File: config.mk
export PLATFORM = sky130hd
export DESIGN_NAME = hilo_muldiv_ctrl_flat
export DESIGN_NICKNAME = d
export VERILOG_FILES = /design/src/rtl/muldiv_pkg.sv /design/src/rtl/hilo_muldiv_ctrl_if.sv /design/src/rtl/hilo_muldiv_datapath.sv /design/src/rtl/hilo_muldiv_ctrl.sv /design/src/flat_wrapper.sv
export SDC_FILE = /design/constraint.sdc
export NUM_CORES = 1
export LEC_CHECK = 0
export BUFFER_PORTS_ARGS = -buffer_cell sky130_fd_sc_hd__buf_2
export CAP_MARGIN = 20
export CORE_MARGIN = 10
export CORE_UTILIZATION = 60
export DETAILED_ROUTE_END_ITERATION = 10
export PLACE_DENSITY_LB_ADDON = 0.2
export SYNTH_ARGS = -nofsm -noshare
export SYNTH_HDL_FRONTEND = slang
export SYNTH_SLANG_ARGS = --single-unit
File: constraint.sdc
create_clock -name clk -period 3.7 [get_ports clk]
set_clock_uncertainty 0.05 [all_clocks]
set_input_delay 0.555 -clock clk [delete_from_list [all_inputs] [get_ports clk]]
set_output_delay 0.555 -clock clk [all_outputs]
set_load 0.02 [all_outputs]
File: src/rtl/muldiv_pkg.sv
// Shared types and constants for the Hi/Lo multiply/divide controller.
package muldiv_pkg;

  localparam int unsigned WIDTH_DEF = 32;

  typedef enum logic [1:0] {
    OpMult  = 2'b00,
    OpMultu = 2'b01,
    OpDiv   = 2'b10,
    OpDivu  = 2'b11
  } op_e;

  localparam logic [4:0] ChoiceNone = 5'b00000;
  localparam logic [4:0] ChoiceMfhi = 5'b10000;
  localparam logic [4:0] ChoiceMflo = 5'b01000;
  localparam logic [4:0] ChoiceMthi = 5'b00100;
  localparam logic [4:0] ChoiceMtlo = 5'b00010;
  localparam logic [4:0] ChoiceDm   = 5'b00001;

  typedef enum logic [1:0] {
    StIdle,
    StRun,
    StFix,
    StWb
  } state_e;

endpackage

File: src/rtl/hilo_muldiv_ctrl_if.sv
// Request/response bundle between the decode stage and the mul/div controller.
interface hilo_muldiv_ctrl_if
  import muldiv_pkg::*;
#(
  parameter int unsigned WIDTH = WIDTH_DEF
) ();
  logic             op_valid;
  logic [1:0]       op;
  logic [WIDTH-1:0] rs_val;
  logic [WIDTH-1:0] rt_val;
  logic [4:0]       cpu_choice;
  logic [4:0]       choice;
  logic [WIDTH-1:0] mul_h;
  logic [WIDTH-1:0] mul_l;
  logic             busy;
  logic             stall;
  logic             done;
  logic             div_by_zero;

  modport master (
    output op_valid, op, rs_val, rt_val, cpu_choice,
    input  choice, mul_h, mul_l, busy, stall, done, div_by_zero
  );

  modport slave (
    input  op_valid, op, rs_val, rt_val, cpu_choice,
    output choice, mul_h, mul_l, busy, stall, done, div_by_zero
  );
endinterface

File: src/rtl/hilo_muldiv_datapath.sv
// Iterative unsigned datapath: one shift-add or restoring shift-subtract step per cycle.
module hilo_muldiv_datapath #(
  parameter int unsigned WIDTH = 32
) (
  input  logic             clk,
  input  logic             rst_n,
  input  logic             i_load,
  input  logic             i_step,
  input  logic             i_is_div,
  input  logic [WIDTH-1:0] i_a,
  input  logic [WIDTH-1:0] i_b,
  output logic [WIDTH-1:0] o_hi,
  output logic [WIDTH-1:0] o_lo
);
  logic [WIDTH-1:0] r_acc, r_q, r_b;
  logic [WIDTH:0]   w_sum, w_shl;
  logic [WIDTH-1:0] w_diff;
  logic             w_ge;

  // Multiply: {carry, acc, q} shifts right; divide: {rem, q} shifts left.
  assign w_sum  = {1'b0, r_acc} + (r_q[0] ? {1'b0, r_b} : '0);
  assign w_shl  = {r_acc, r_q[WIDTH-1]};
  assign w_ge   = w_shl >= {1'b0, r_b};
  assign w_diff = w_shl[WIDTH-1:0] - r_b;

  always_ff @(posedge clk or negedge rst_n) begin
    if (!rst_n) begin
      r_acc <= '0;
      r_q   <= '0;
      r_b   <= '0;
    end else if (i_load) begin
      r_acc <= '0;
      r_q   <= i_a;
      r_b   <= i_b;
    end else if (i_step) begin
      if (i_is_div) begin
        r_acc <= w_ge ? w_diff : w_shl[WIDTH-1:0];
        r_q   <= {r_q[WIDTH-2:0], w_ge};
      end else begin
        r_acc <= w_sum[WIDTH:1];
        r_q   <= {w_sum[0], r_q[WIDTH-1:1]};
      end
    end
  end

  assign o_hi = r_acc;
  assign o_lo = r_q;
endmodule

File: src/rtl/hilo_muldiv_ctrl.sv
// Multi-cycle MULT/MULTU/DIV/DIVU controller with Hi/Lo command muxing and pipeline stall.
module hilo_muldiv_ctrl
  import muldiv_pkg::*;
#(
  parameter int unsigned WIDTH = WIDTH_DEF
) (
  input  logic              clk,
  input  logic              rst_n,
  hilo_muldiv_ctrl_if.slave bus
);
  localparam int unsigned CntW = $clog2(WIDTH);

  state_e           r_state, w_state_nxt;
  logic [CntW-1:0]  r_cnt;
  logic             r_is_div, r_sign_a, r_sign_b, r_dbz;
  logic [WIDTH-1:0] r_mul_h, r_mul_l;

  logic             w_accept, w_is_div, w_signed, w_sign_a, w_sign_b, w_dbz, w_req;
  logic [WIDTH-1:0] w_a_mag, w_b_mag, w_dp_hi, w_dp_lo, w_fix_h, w_fix_l;
  logic [2*WIDTH-1:0] w_prod;

  assign w_accept = (r_state == StIdle) && bus.op_valid;
  assign w_is_div = (bus.op == OpDiv) || (bus.op == OpDivu);
  assign w_signed = (bus.op == OpMult) || (bus.op == OpDiv);
  assign w_sign_a = w_signed && bus.rs_val[WIDTH-1];
  assign w_sign_b = w_signed && bus.rt_val[WIDTH-1];
  assign w_a_mag  = w_sign_a ? -bus.rs_val : bus.rs_val;
  assign w_b_mag  = w_sign_b ? -bus.rt_val : bus.rt_val;
  assign w_dbz    = w_is_div && (bus.rt_val == '0);
  assign w_req    = bus.op_valid || (bus.cpu_choice != ChoiceNone);

  hilo_muldiv_datapath #(
    .WIDTH(WIDTH)
  ) u_datapath (
    .clk     (clk),
    .rst_n   (rst_n),
    .i_load  (w_accept),
    .i_step  (r_state == StRun),
    .i_is_div(r_is_div),
    .i_a     (w_a_mag),
    .i_b     (w_b_mag),
    .o_hi    (w_dp_hi),
    .o_lo    (w_dp_lo)
  );

  // Unsigned ops latch zero signs, so they pass through unchanged.
  assign w_prod = {w_dp_hi, w_dp_lo};
  always_comb begin
    {w_fix_h, w_fix_l} = w_prod;
    if (!r_is_div) begin
      if (r_sign_a ^ r_sign_b) {w_fix_h, w_fix_l} = -w_prod;
    end else begin
      if (r_sign_a ^ r_sign_b) w_fix_l = -w_dp_lo;
      if (r_sign_a) w_fix_h = -w_dp_hi;
    end
  end

  always_ff @(posedge clk or negedge rst_n) begin
    if (!rst_n) r_state <= StIdle;
    else        r_state <= w_state_nxt;
  end

  always_ff @(posedge clk or negedge rst_n) begin
    if (!rst_n) begin
      r_cnt    <= '0;
      r_is_div <= 1'b0;
      r_sign_a <= 1'b0;
      r_sign_b <= 1'b0;
      r_dbz    <= 1'b0;
      r_mul_h  <= '0;
      r_mul_l  <= '0;
    end else if (w_accept) begin
      r_cnt    <= '0;
      r_is_div <= w_is_div;
      r_sign_a <= w_sign_a;
      r_sign_b <= w_sign_b;
      r_dbz    <= w_dbz;
      if (w_dbz) begin
        r_mul_h <= bus.rs_val;
        r_mul_l <= '1;
      end
    end else if (r_state == StRun) begin
      r_cnt <= r_cnt + 1'b1;
    end else if (r_state == StFix) begin
      r_mul_h <= w_fix_h;
      r_mul_l <= w_fix_l;
    end
  end

  always_comb begin
    w_state_nxt     = r_state;
    bus.choice      = ChoiceNone;
    bus.busy        = 1'b1;
    bus.stall       = 1'b0;
    bus.done        = 1'b0;
    bus.div_by_zero = 1'b0;
    unique case (r_state)
      StIdle: begin
        bus.busy   = 1'b0;
        bus.choice = bus.cpu_choice;
        if (bus.op_valid) w_state_nxt = w_dbz ? StWb : StRun;
      end
      StRun: begin
        bus.stall = w_req;
        if (r_cnt == CntW'(WIDTH - 1)) w_state_nxt = StFix;
      end
      StFix: begin
        bus.stall   = w_req;
        w_state_nxt = StWb;
      end
      StWb: begin
        bus.stall       = w_req;
        bus.choice      = ChoiceDm;
        bus.done        = 1'b1;
        bus.div_by_zero = r_dbz;
        w_state_nxt     = StIdle;
      end
      default: w_state_nxt = StIdle;
    endcase
    // Reset also blanks the combinational passthrough.
    if (!rst_n) bus.choice = ChoiceNone;
  end

  assign bus.mul_h = r_mul_h;
  assign bus.mul_l = r_mul_l;
endmodule

File: src/flat_wrapper.sv
// flat-port wrapper written by rule: the top's interface ports become plain ports
module hilo_muldiv_ctrl_flat import muldiv_pkg::*;
#(
  parameter int unsigned WIDTH = WIDTH_DEF
)
  (clk, rst_n, bus_op_valid, bus_op, bus_rs_val, bus_rt_val, bus_cpu_choice, bus_choice, bus_mul_h, bus_mul_l, bus_busy, bus_stall, bus_done, bus_div_by_zero);
  hilo_muldiv_ctrl_if #(.WIDTH(WIDTH)) bus_i ();
  input  logic clk;
  input  logic rst_n;
  input wire logic [$bits(bus_i.op_valid)-1:0] bus_op_valid;
  input wire logic [$bits(bus_i.op)-1:0] bus_op;
  input wire logic [$bits(bus_i.rs_val)-1:0] bus_rs_val;
  input wire logic [$bits(bus_i.rt_val)-1:0] bus_rt_val;
  input wire logic [$bits(bus_i.cpu_choice)-1:0] bus_cpu_choice;
  output wire logic [$bits(bus_i.choice)-1:0] bus_choice;
  output wire logic [$bits(bus_i.mul_h)-1:0] bus_mul_h;
  output wire logic [$bits(bus_i.mul_l)-1:0] bus_mul_l;
  output wire logic [$bits(bus_i.busy)-1:0] bus_busy;
  output wire logic [$bits(bus_i.stall)-1:0] bus_stall;
  output wire logic [$bits(bus_i.done)-1:0] bus_done;
  output wire logic [$bits(bus_i.div_by_zero)-1:0] bus_div_by_zero;
  assign bus_i.op_valid = bus_op_valid;
  assign bus_i.op = bus_op;
  assign bus_i.rs_val = bus_rs_val;
  assign bus_i.rt_val = bus_rt_val;
  assign bus_i.cpu_choice = bus_cpu_choice;
  assign bus_choice = bus_i.choice;
  assign bus_mul_h = bus_i.mul_h;
  assign bus_mul_l = bus_i.mul_l;
  assign bus_busy = bus_i.busy;
  assign bus_stall = bus_i.stall;
  assign bus_done = bus_i.done;
  assign bus_div_by_zero = bus_i.div_by_zero;
  hilo_muldiv_ctrl #(.WIDTH(WIDTH)) u_core (.clk(clk), .rst_n(rst_n), .bus(bus_i));
endmodule
# After elaboration in Yosys (flattened, before gate mapping)
# Index checks and enable logic that the tools add are counted.
# totals
mem_bits_rw,0
reg_bits,171
rom_bits,0
mem_count,0
latch_bits,0
# classes
addsub,8
n_bitwise,1
multipliers,0
n_eq_ne,10
shifts,0
reduce_logical,16
mux,36
n_lt_le_gt_ge,1
n_div,0
# op_table
cell,count
32-bit two-way mux,24
32-bit negation,4
64-bit negation,1
32-bit by 33-bit adder with 33-bit output,1
33-bit by 32-bit greater-or-equal comparator with 1-bit output,1
32-bit logical NOT,1
32-bit subtractor,1
5-bit two-way mux,3
5-bit case mux with 2 select lines,1
"2-bit == test, second input constant",4
2-bit case mux with 4 select lines,1
2-bit two-way mux,3
"5-bit by 1-bit adder with 5-bit output, second input constant",1
"5-bit == test, second input constant",1
5-bit nonzero test,1
1-bit logical AND,4
2-bit logical NOT,2
1-bit two-way mux,4
"2-bit by 1-bit != test with 1-bit output, second input constant",2
"2-bit != test, second input constant",2
2-bit nonzero test,2
1-bit logical OR,3
3-bit AND reduction,1
3-bit OR reduction,1
other kinds (3),3

# Logic depth before layout (Yosys ltp)
# Gate-level depths: netlist of the first run.
# depth
depth_word,6
mapped_depth,14
mapped_depth_nobuf,13

# Hierarchy
# A second synthesis of the first run with hierarchy kept.
# unflattened
cells_unflattened,1941
hier_area_um2,15147.0
# by_module_without_submodules
mod,n_inst,cells_each,area_each_um2,seq_area_each_um2
hilo_muldiv_datapath,1,1091,8623.3,2402.3
hilo_muldiv_ctrl,1,850,6523.8,1876.8

# Least setup slack after synthesis of the first run
# Ideal clock, no wire load.
# synth_timing
path_kind,reg2reg
from,reg u_core.u_datapath.r_q[0] (netlist: u_core.u_datapath.o_lo[0])
to,reg u_core.r_mul_l[30] (netlist: u_core.bus.mul_l[30])
synth_period_minus_slack_ns,3.449
stages_incl_launch_ff,12
n_path_buf,1
setup_time_ns,0.141
t_arrival_ns,3.258
t_required_ns,3.509
slack_ns,0.251
path_cell_list,dfrtp_1 > inv_1 > clkbuf_1 > ha_1 > or2b_2 > or4_4 > nand2b_4 > or4_4 > or4_4 > o31a_1 > xnor2_1 > a31oi_1
# synth_between
elab_chain_cells,6
elab_cells_between_ends,8
# synth_rtl
element,line,source
"start, declared",hilo_muldiv_datapath.sv:15,"logic [WIDTH-1:0] r_acc, r_q, r_b;"
"start signal, assigned",hilo_muldiv_datapath.sv:33,r_q <= i_a;
"start signal, assigned",hilo_muldiv_datapath.sv:38,"r_q <= {r_q[WIDTH-2:0], w_ge};"
"start signal, assigned",hilo_muldiv_datapath.sv:41,"r_q <= {w_sum[0], r_q[WIDTH-1:1]};"
64-bit negation / 32-bit negation (equally long branches),"hilo_muldiv_ctrl.sv:51, hilo_muldiv_ctrl.sv:53",
32-bit two-way mux (on tied branches),"hilo_muldiv_ctrl.sv:51, hilo_muldiv_ctrl.sv:53",
32-bit two-way mux (*),hilo_muldiv_ctrl.sv:50,if (!r_is_div) begin
32-bit two-way mux (*),hilo_muldiv_ctrl.sv:84,end else if (r_state == StFix) begin
32-bit two-way mux (*),hilo_muldiv_ctrl.sv:82,end else if (r_state == StRun) begin
32-bit two-way mux (*),hilo_muldiv_ctrl.sv:72,end else if (w_accept) begin
"end signal, assigned",hilo_muldiv_ctrl.sv:86,r_mul_l <= w_fix_l;
"end, declared",hilo_muldiv_ctrl.sv:16,"logic [WIDTH-1:0] r_mul_h, r_mul_l;"
# Mark *: on every way between the ends. The rest lies on a longest branch, timed or not. The select of a mux whose other input is x is not followed.
# A chain may end at the register's enable or synchronous reset.

# Worst setup path in the final report of the first run
# layout_timing
from,reg u_core.u_datapath.r_q[31] (netlist: u_core.u_datapath.o_lo[31])
to,reg u_core.u_datapath.r_acc[30] (netlist: u_core.u_datapath.o_hi[30])
# layout_between
elab_chain_cells,5
elab_cells_between_ends,6
# layout_rtl
element,line,source
32-bit subtractor / 33-bit by 32-bit greater-or-equal comparator with 1-bit output (equally long branches),"hilo_muldiv_datapath.sv:24, hilo_muldiv_datapath.sv:23",
32-bit two-way mux (*),hilo_muldiv_datapath.sv:37,r_acc <= w_ge ? w_diff : w_shl[WIDTH-1:0];
32-bit two-way mux (*),hilo_muldiv_datapath.sv:36,if (i_is_div) begin
32-bit two-way mux (*),hilo_muldiv_datapath.sv:35,end else if (i_step) begin
32-bit two-way mux (*),hilo_muldiv_datapath.sv:31,end else if (i_load) begin
"end signal, assigned",hilo_muldiv_datapath.sv:37,
"end signal, assigned",hilo_muldiv_datapath.sv:40,r_acc <= w_sum[WIDTH:1];
"end, declared",hilo_muldiv_datapath.sv:15,
# Marks and branches as above.

==> metrics, run 1 <==
Synth Warn # 0; top-area cell type share of the netlist area 0.2938; Setup-failing EPs final 0; fraction of registers with async set/reset 1.000; Setup crit end kind register; worst path cell trace inv_1 > ha_1 > inv_1 > fa_1 > a211oi_1 > nor2_1 > o31ai_1 > buf_4 > a21o_1 > nand3_1 > a21oi_1 > xor2_1 > o21ai_0 > a221o_1; minimum clock period between 3 and 4 ns; sequential fraction of the synthesis area 0.2938; CP dominant cell by count inv_1; Slew @ Worst Pin between 0.9 and 1 ns; hold_sp bus_rt_val[31]; Avg WL per Cell roughly 21 um; R2R depth 14; PwrDens ~1100 mW/mm^2; Post-Synthesis Cell Area 0.01456 sq mm; grt ovf 0; Clock Tree Buf Depth 2; first-pass GRT wire length 78060 um; Largest delay share family, worst path compound AO/OA/AOI/OAI gates; post-synth top area cell dfrtp_1; critical path type reg -> reg; area of the multi-input gates around 0.0096 sq mm; type of the worst min-delay path in -> reg; DR top layer met4; Clock H-tree levels 4; DR pass1 iterations 6; IO Pins 147; type of origin of the critical path register; post-synthesis area per instance 7.767 sq um; Hold Path End u_core.u_datapath.r_b[31]; Slew HR 0.3541; antenna violations before repair 0; pin count of the biggest net entering global routing 94; cell count after synthesis 1875; Core Area 0.02368 sq mm; Req. time, crit path about 4.0 ns; Die W 175.8 um; fin. max-slew vios 0; Filler cells 2038; number of global-route vias before repair 14390; synth cell count leaders nand2_1 (205), nor2_1 (196), o21ai_0 (183), dfrtp_1 (171), a21oi_1 (143); Post-Synthesis Net Count 2026; met3 wire length 4725 um; Post-synth EDFFs 0; Worst Path Max Fanout 5; HPWL after DPL approximately 38000 um; PortBufs 146; CP Buf/Inv Count 3; WL final between 40000 and 50000 um; gr usage total 0.3099; max_cap viols 0; Worst Path Arrival 3.85 ns; Area Growth Syn to Fin 14.12%; die area 0.03091 sq mm; NumNets Final 2169; largest cells by area after synthesis dfrtp_1 (29%), ha_1 (6.4%), o21ai_0 (6.3%), xor2_1 (5.5%), nand2_1 (5.3%); peak supply drop ~540 uV; top-count cell post-synth nand2_1; WL met1 20170 um; FF+latch count, synth 171; vias per cell 6.511; reg2reg start u_core.u_datapath.o_lo[31]; fraction of final layout cells sized beyond drive strength 1 0.1492; Clock Root Buffer clkbuf_16; antenna cells 0; CTS tree yes; Starting DRT DRC Count 1945; via count 15300; RD Place Congestion ~1.1; Initial Util 0.6150; Max stage delay on crit path 0.47 ns; Lkg Pwr 0.007393 uW; Worst-path clk slew 0.08 ns; # clock sinks 171; Worst-Skew Late Latency 0.45 ns; r2r endpoint u_core.u_datapath.o_hi[30]; final instance area 0.01662 sq mm; slowest cell on the critical path dfrtp_1; Cell Rows between 50 and 60; post-layout util 0.7018; TNS Setup 0 ns; synth unique cells 80; final worst-path cycle share 0.9671; Post-CTS Setup Bufs 0; DRC violations left 0; Routed Antenna Nets 0; Register Area 0.004284 sq mm; cts bufs inserted 17; fmax 279.5 MHz; status complete, no violations; internal reg-to-reg setup slack 0.12 ns; post-place instance area 0.01599 sq mm; Die Ht between 150 and 200 um; RSZ-0062 raised after global routing false; Hold Crit Depth 3; Main synth FF type dfrtp_1; metal2 WL 22250 um; Hold Fails Final Rpt 0
==> area by class of cell <==
class | instances | share of cell area
Clock inverter | 14 | 0.01031
Multi-Input combinational cell | 1521 | 0.5772
Inverter | 67 | 0.01513
Timing Repair Buffer | 240 | 0.08921
Sequential cell | 171 | 0.2578
Tap cell | 319 | 0.02401
Clock buffer | 18 | 0.02642
==> routing by layer <==
metal | vias up | global-route usage
li1 | 7048 | -
met1 | 7181 | 0.3992
met2 | 909 | 0.4877
met3 | 163 | 0.05876
met4 | 0 | 0.1554
met5 | - | 0
==> logic make-up after synthesis <==
logic type | count (synthesis) | share of synthesized area
fa+ha+maj | 77 | 0.06718
xor+xnor | 170 | 0.1022
simple gates | 646 | 0.2090
buf+inv | 183 | 0.05000
compound gates | 587 | 0.2495
flops | 171 | 0.2938
mux | 41 | 0.02826
==> placed cells by master (no fill, tap or decap), types with 28 or more instances in the layout <==
cell      Yosys  layout
inv_1        66      65
buf_2        13     145
nor2_1      196     196
a21oi_1     143     142
mux2i_1      40      40
ha_1         75      74
nand3_1      51      51
buf_4         2      90
xnor2_1      78      78
xor2_1       92      92
nor3_1       31      30
o211ai_1     50      50
o21ai_0     183     182
dfrtp_1     171     169
a21o_1       28      28
nand2_1     205     204
a31oi_1      50      50
==> stage by stage <==
stage,total power [uW],hold WS [ns],setup WS [ns],std cells
global route,20070,0.3443,0.02170,2350
CTS,18390,0.3248,0.04928,2350
detailed placement,16410,0.4117,0.06853,2317
finish,18760,0.3308,0.1218,2350
floorplan,12460,0.2094,0.2512,1875
global placement,16110,0.4078,0.1087,2317
==> sequential cells by signal, summed over array words and instances (netlist names), 2 cells and up <==
name,count
u_core.r_state,2
u_core.u_datapath.o_hi,32
u_core.bus.mul_l,32
u_core.u_datapath.r_b,32
u_core.r_cnt,5
u_core.u_datapath.o_lo,32
u_core.bus.mul_h,32
==> worst max path at each step <==
stage                                  to  slack (ns)  cells after the start                       start
5_1_grt              u_core.bus.mul_l[30]        0.02                     12   u_core.u_datapath.o_lo[0]
3_5_place_dp         u_core.bus.mul_h[25]        0.07                     11               bus_rt_val[0]
3_3_place_gp   u_core.u_datapath.o_hi[14]        0.11                     15   u_core.u_datapath.o_lo[0]
6_report       u_core.u_datapath.o_hi[30]        0.12                     14  u_core.u_datapath.o_lo[31]
4_1_cts        u_core.u_datapath.o_hi[25]        0.05                     14   u_core.u_datapath.o_lo[0]
2_1_floorplan        u_core.bus.mul_l[30]        0.25                     11   u_core.u_datapath.o_lo[0]
==> power by group <==
| part | switching [uW] | internal [uW] | total, uW |
|---|---|---|---|
| registers | 999 | 2780 | 3780 |
| clock network | 925 | 989 | 1910 |
| logic | 8040 | 5030 | 13100 |
==> worst register-to-register path: cells and delay by family (launching register included) <==
kind	cells	cell delay, ns
flops	1	0.47
buf+inv	3	0.41
simple gates	2	0.28
compound gates	6	1.41
xor+xnor	1	0.23
fa+ha+maj	2	0.62
==> what timing repair did <==
action / in CTS / in global routing
gates resized for setup: 0 / 5
setup endpoints to repair: 0 / 9
hold endpoints to repair: 30 / 0
hold buffers: 1 / 0
Power figures use the tool's default switching activity.
==> inputs of run 2 (changes only) <==
--- a/config.mk
+++ b/config.mk
@@ -9,6 +9,7 @@
 export CAP_MARGIN = 20
 export CORE_MARGIN = 10
 export CORE_UTILIZATION = 60
+export CTS_BUF_LIST = sky130_fd_sc_hd__clkbuf_4 sky130_fd_sc_hd__clkbuf_8
 export DETAILED_ROUTE_END_ITERATION = 10
 export PLACE_DENSITY_LB_ADDON = 0.2
 export SYNTH_ARGS = -nofsm -noshare
==> run 2 against run 1 <==
First-iteration DRC count fell by 7.6%. Hold slack got worse by 0.059 ns. Non-clock buffer count rose by 1. Fmax fell by 0.19%. Cell area fell by 1.1%. Clock power fell by 24%. Power fell by 2.7%. Register-to-register slack barely moved. Sequential cell count did not move. Sequential share of layout area rose by 0.29 points. Worst setup slack got worse by 0.0069 ns.
==> metrics, run 2 (synthesis results as in run 1) <==
status complete, no violations; reg2reg start u_core.u_datapath.o_hi[24]; type of origin of the critical path register; Max stage delay on crit path 0.56 ns (+0.09 ns); Starting DRT DRC Count 1797 (-7.6%); Req. time, crit path 4.07 ns (+0.10 ns); WL final 48970 um (-1.1%); PwrDens 1111 mW/mm^2 (-1.6%); Avg WL per Cell 20.83 um (-1.2%); PnR worst setup slack 0.1149 ns (-0.006947 ns); peak supply drop 515.2 uV (-4.3%); via count 15210 (-0.60%); max_cap viols 0 (unchanged); worst path cell trace ha_1 > nand3_1 > or3_1 > nand2b_1 > a21oi_1 > nor3_2 > buf_12 > a211oi_1 > a21o_1 > a21oi_1 > a21oi_1; CP dominant cell by count a21oi_1; IO Pins 147 (unchanged); Routed Antenna Nets 0 (unchanged); dpl cells 2317 (unchanged); most common cell after layout, fill and taps aside nand2_1; Initial Util 0.6150 (unchanged); Worst Path Arrival 3.96 ns (+0.11 ns); Hold Crit Depth 3 (unchanged); CTS tree yes; vias per cell 6.469 (-0.64%); fin. max-slew vios 0 (unchanged); cts bufs inserted 17 (unchanged); Lkg Pwr 0.007310 uW (-1.1%); die area 0.03091 sq mm (unchanged); Area Growth Syn to Fin 12.86%; Post-Place Setup Slack 0.06853 ns (unchanged); antenna violations before repair 0 (unchanged); DRC violations left 0 (unchanged); gr usage total 0.3073 (-0.002626); RD Place Congestion 1.079 (unchanged); antenna cells 0 (unchanged); HPWL after DPL 37640 um (unchanged); minimum clock period 3.585 ns (+0.006947 ns); Slew @ Worst Pin 0.9516 ns (-0.01726 ns); PortBufs 146 (unchanged); Setup crit end kind register; NumNets Final 2170 (+0.046%); r2r endpoint u_core.u_datapath.o_hi[3]; first-pass GRT wire length 77290 um (-0.98%); Worst Path Max Fanout 45 (+40); Worst-Skew Late Latency 0.50 ns (+0.05 ns); Worst-path clk slew 0.11 ns (+0.03 ns); Slew HR 0.3656 (+0.01150); DR pass1 iterations 7 (+1); Die Ht 175.8 um (unchanged); internal reg-to-reg setup slack 0.11 ns (about the same); Clock H-tree levels 4 (unchanged); Clock Root Buffer clkbuf_8; post-place instance area 0.01599 sq mm (unchanged); Setup-failing EPs final 0 (unchanged); fraction of final layout cells sized beyond drive strength 1 0.1496 (+0.0004187); Finished Layout Cells 2351 (+0.043%); number of global-route vias before repair 14220 (-1.2%); Cell Rows 56 (unchanged); Clock Tree Buf Depth 2 (unchanged); grt ovf 0 (unchanged); most frequent cells in the layout nand2_1 (204), nor2_1 (196), o21ai_0 (182); R2R depth 11 (-3); final worst-path cycle share 0.9690 (+0.001878); slowest cell on the critical path dfrtp_1; Core Area 0.02368 sq mm (unchanged); final instance area 0.01644 sq mm (-1.1%); Hold Fails Final Rpt 0 (unchanged); hold_sp bus_rt_val[31]; RSZ-0062 raised after global routing false; type of the worst min-delay path in -> reg; pin count of the biggest net entering global routing 94 (unchanged); # clock sinks 171 (unchanged); Hold Path End u_core.u_datapath.r_b[31]; critical path type reg -> reg; fmax 278.9 MHz (-0.19%); TNS Setup 0 ns (unchanged); Die W 175.8 um (unchanged)
[run 2: routing by layer]
metal  GRT usage  vias up  wire, um
li1            -     7058         -
met1      0.3960     7048     19870
met2      0.4850      922     21850
met3     0.05897      181      4761
met4      0.1491        0      2496
met5           0        -         0
[run 2: repair_timing]
item,CTS,global route
setup endpoints to repair,0,10
hold buffers,1,0
resized for setup,0,5
endpoints found under the hold margin,30,0
setup buffers,0,1
[run 2: worst max-delay path: cells and delay by family, from the launching register on]
kind	cells	cell delay, ns
AOI/OAI and AO/OA	5	1.16
DFF	1	0.56
buffers and inverters	1	0.22
adders and majority gates	1	0.52
and+or+nand+nor	4	0.98
[run 2: cell type report]
| class | instances | area [sq um] |
|---|---|---|
| clock buffers | 18 | 247.7 |
| inverters | 67 | 251.5 |
| flip-flops and latches | 171 | 4284 |
| multi-input cells | 1521 | 9593 |
| fillers | 2061 | 7246 |
| clock inverters | 14 | 171.4 |
| well taps | 319 | 399.1 |
| repair buffers | 241 | 1490 |
[run 2: worst max-delay path by stage]
stage | start | slack (ns) | depth (start not counted) | endpoint
floorplan | u_core.u_datapath.o_lo[0] | 0.25 | 11 | u_core.bus.mul_l[30]
global placement | u_core.u_datapath.o_lo[0] | 0.11 | 15 | u_core.u_datapath.o_hi[14]
detailed placement | bus_rt_val[0] | 0.07 | 11 | u_core.bus.mul_h[25]
CTS | u_core.u_datapath.o_lo[0] | 0.05 | 15 | u_core.u_datapath.o_hi[14]
global route | u_core.u_datapath.o_lo[0] | 0.03 | 14 | u_core.u_datapath.o_hi[31]
finish | u_core.u_datapath.o_hi[24] | 0.11 | 11 | u_core.u_datapath.o_hi[3]
[run 2: where the power goes]
part | internal (uW) | switching, uW
registers | 2770 | 1000
logic | 5020 | 8000
clock network | 591 | 865
total | 8390 | 9870
[run 2: metrics by stage]
| step | hold slack, ns | power (uW) | utilization |
|---|---|---|---|
| global route | 0.2822 | 19580 | 0.6941 |
| finish | 0.2720 | 18250 | 0.6941 |
| CTS | 0.2711 | 17890 | 0.6933 |
| global placement | 0.4078 | 16110 | 0.6752 |
| detailed placement | 0.4117 | 16410 | 0.6752 |
| floorplan | 0.2094 | 12460 | - |
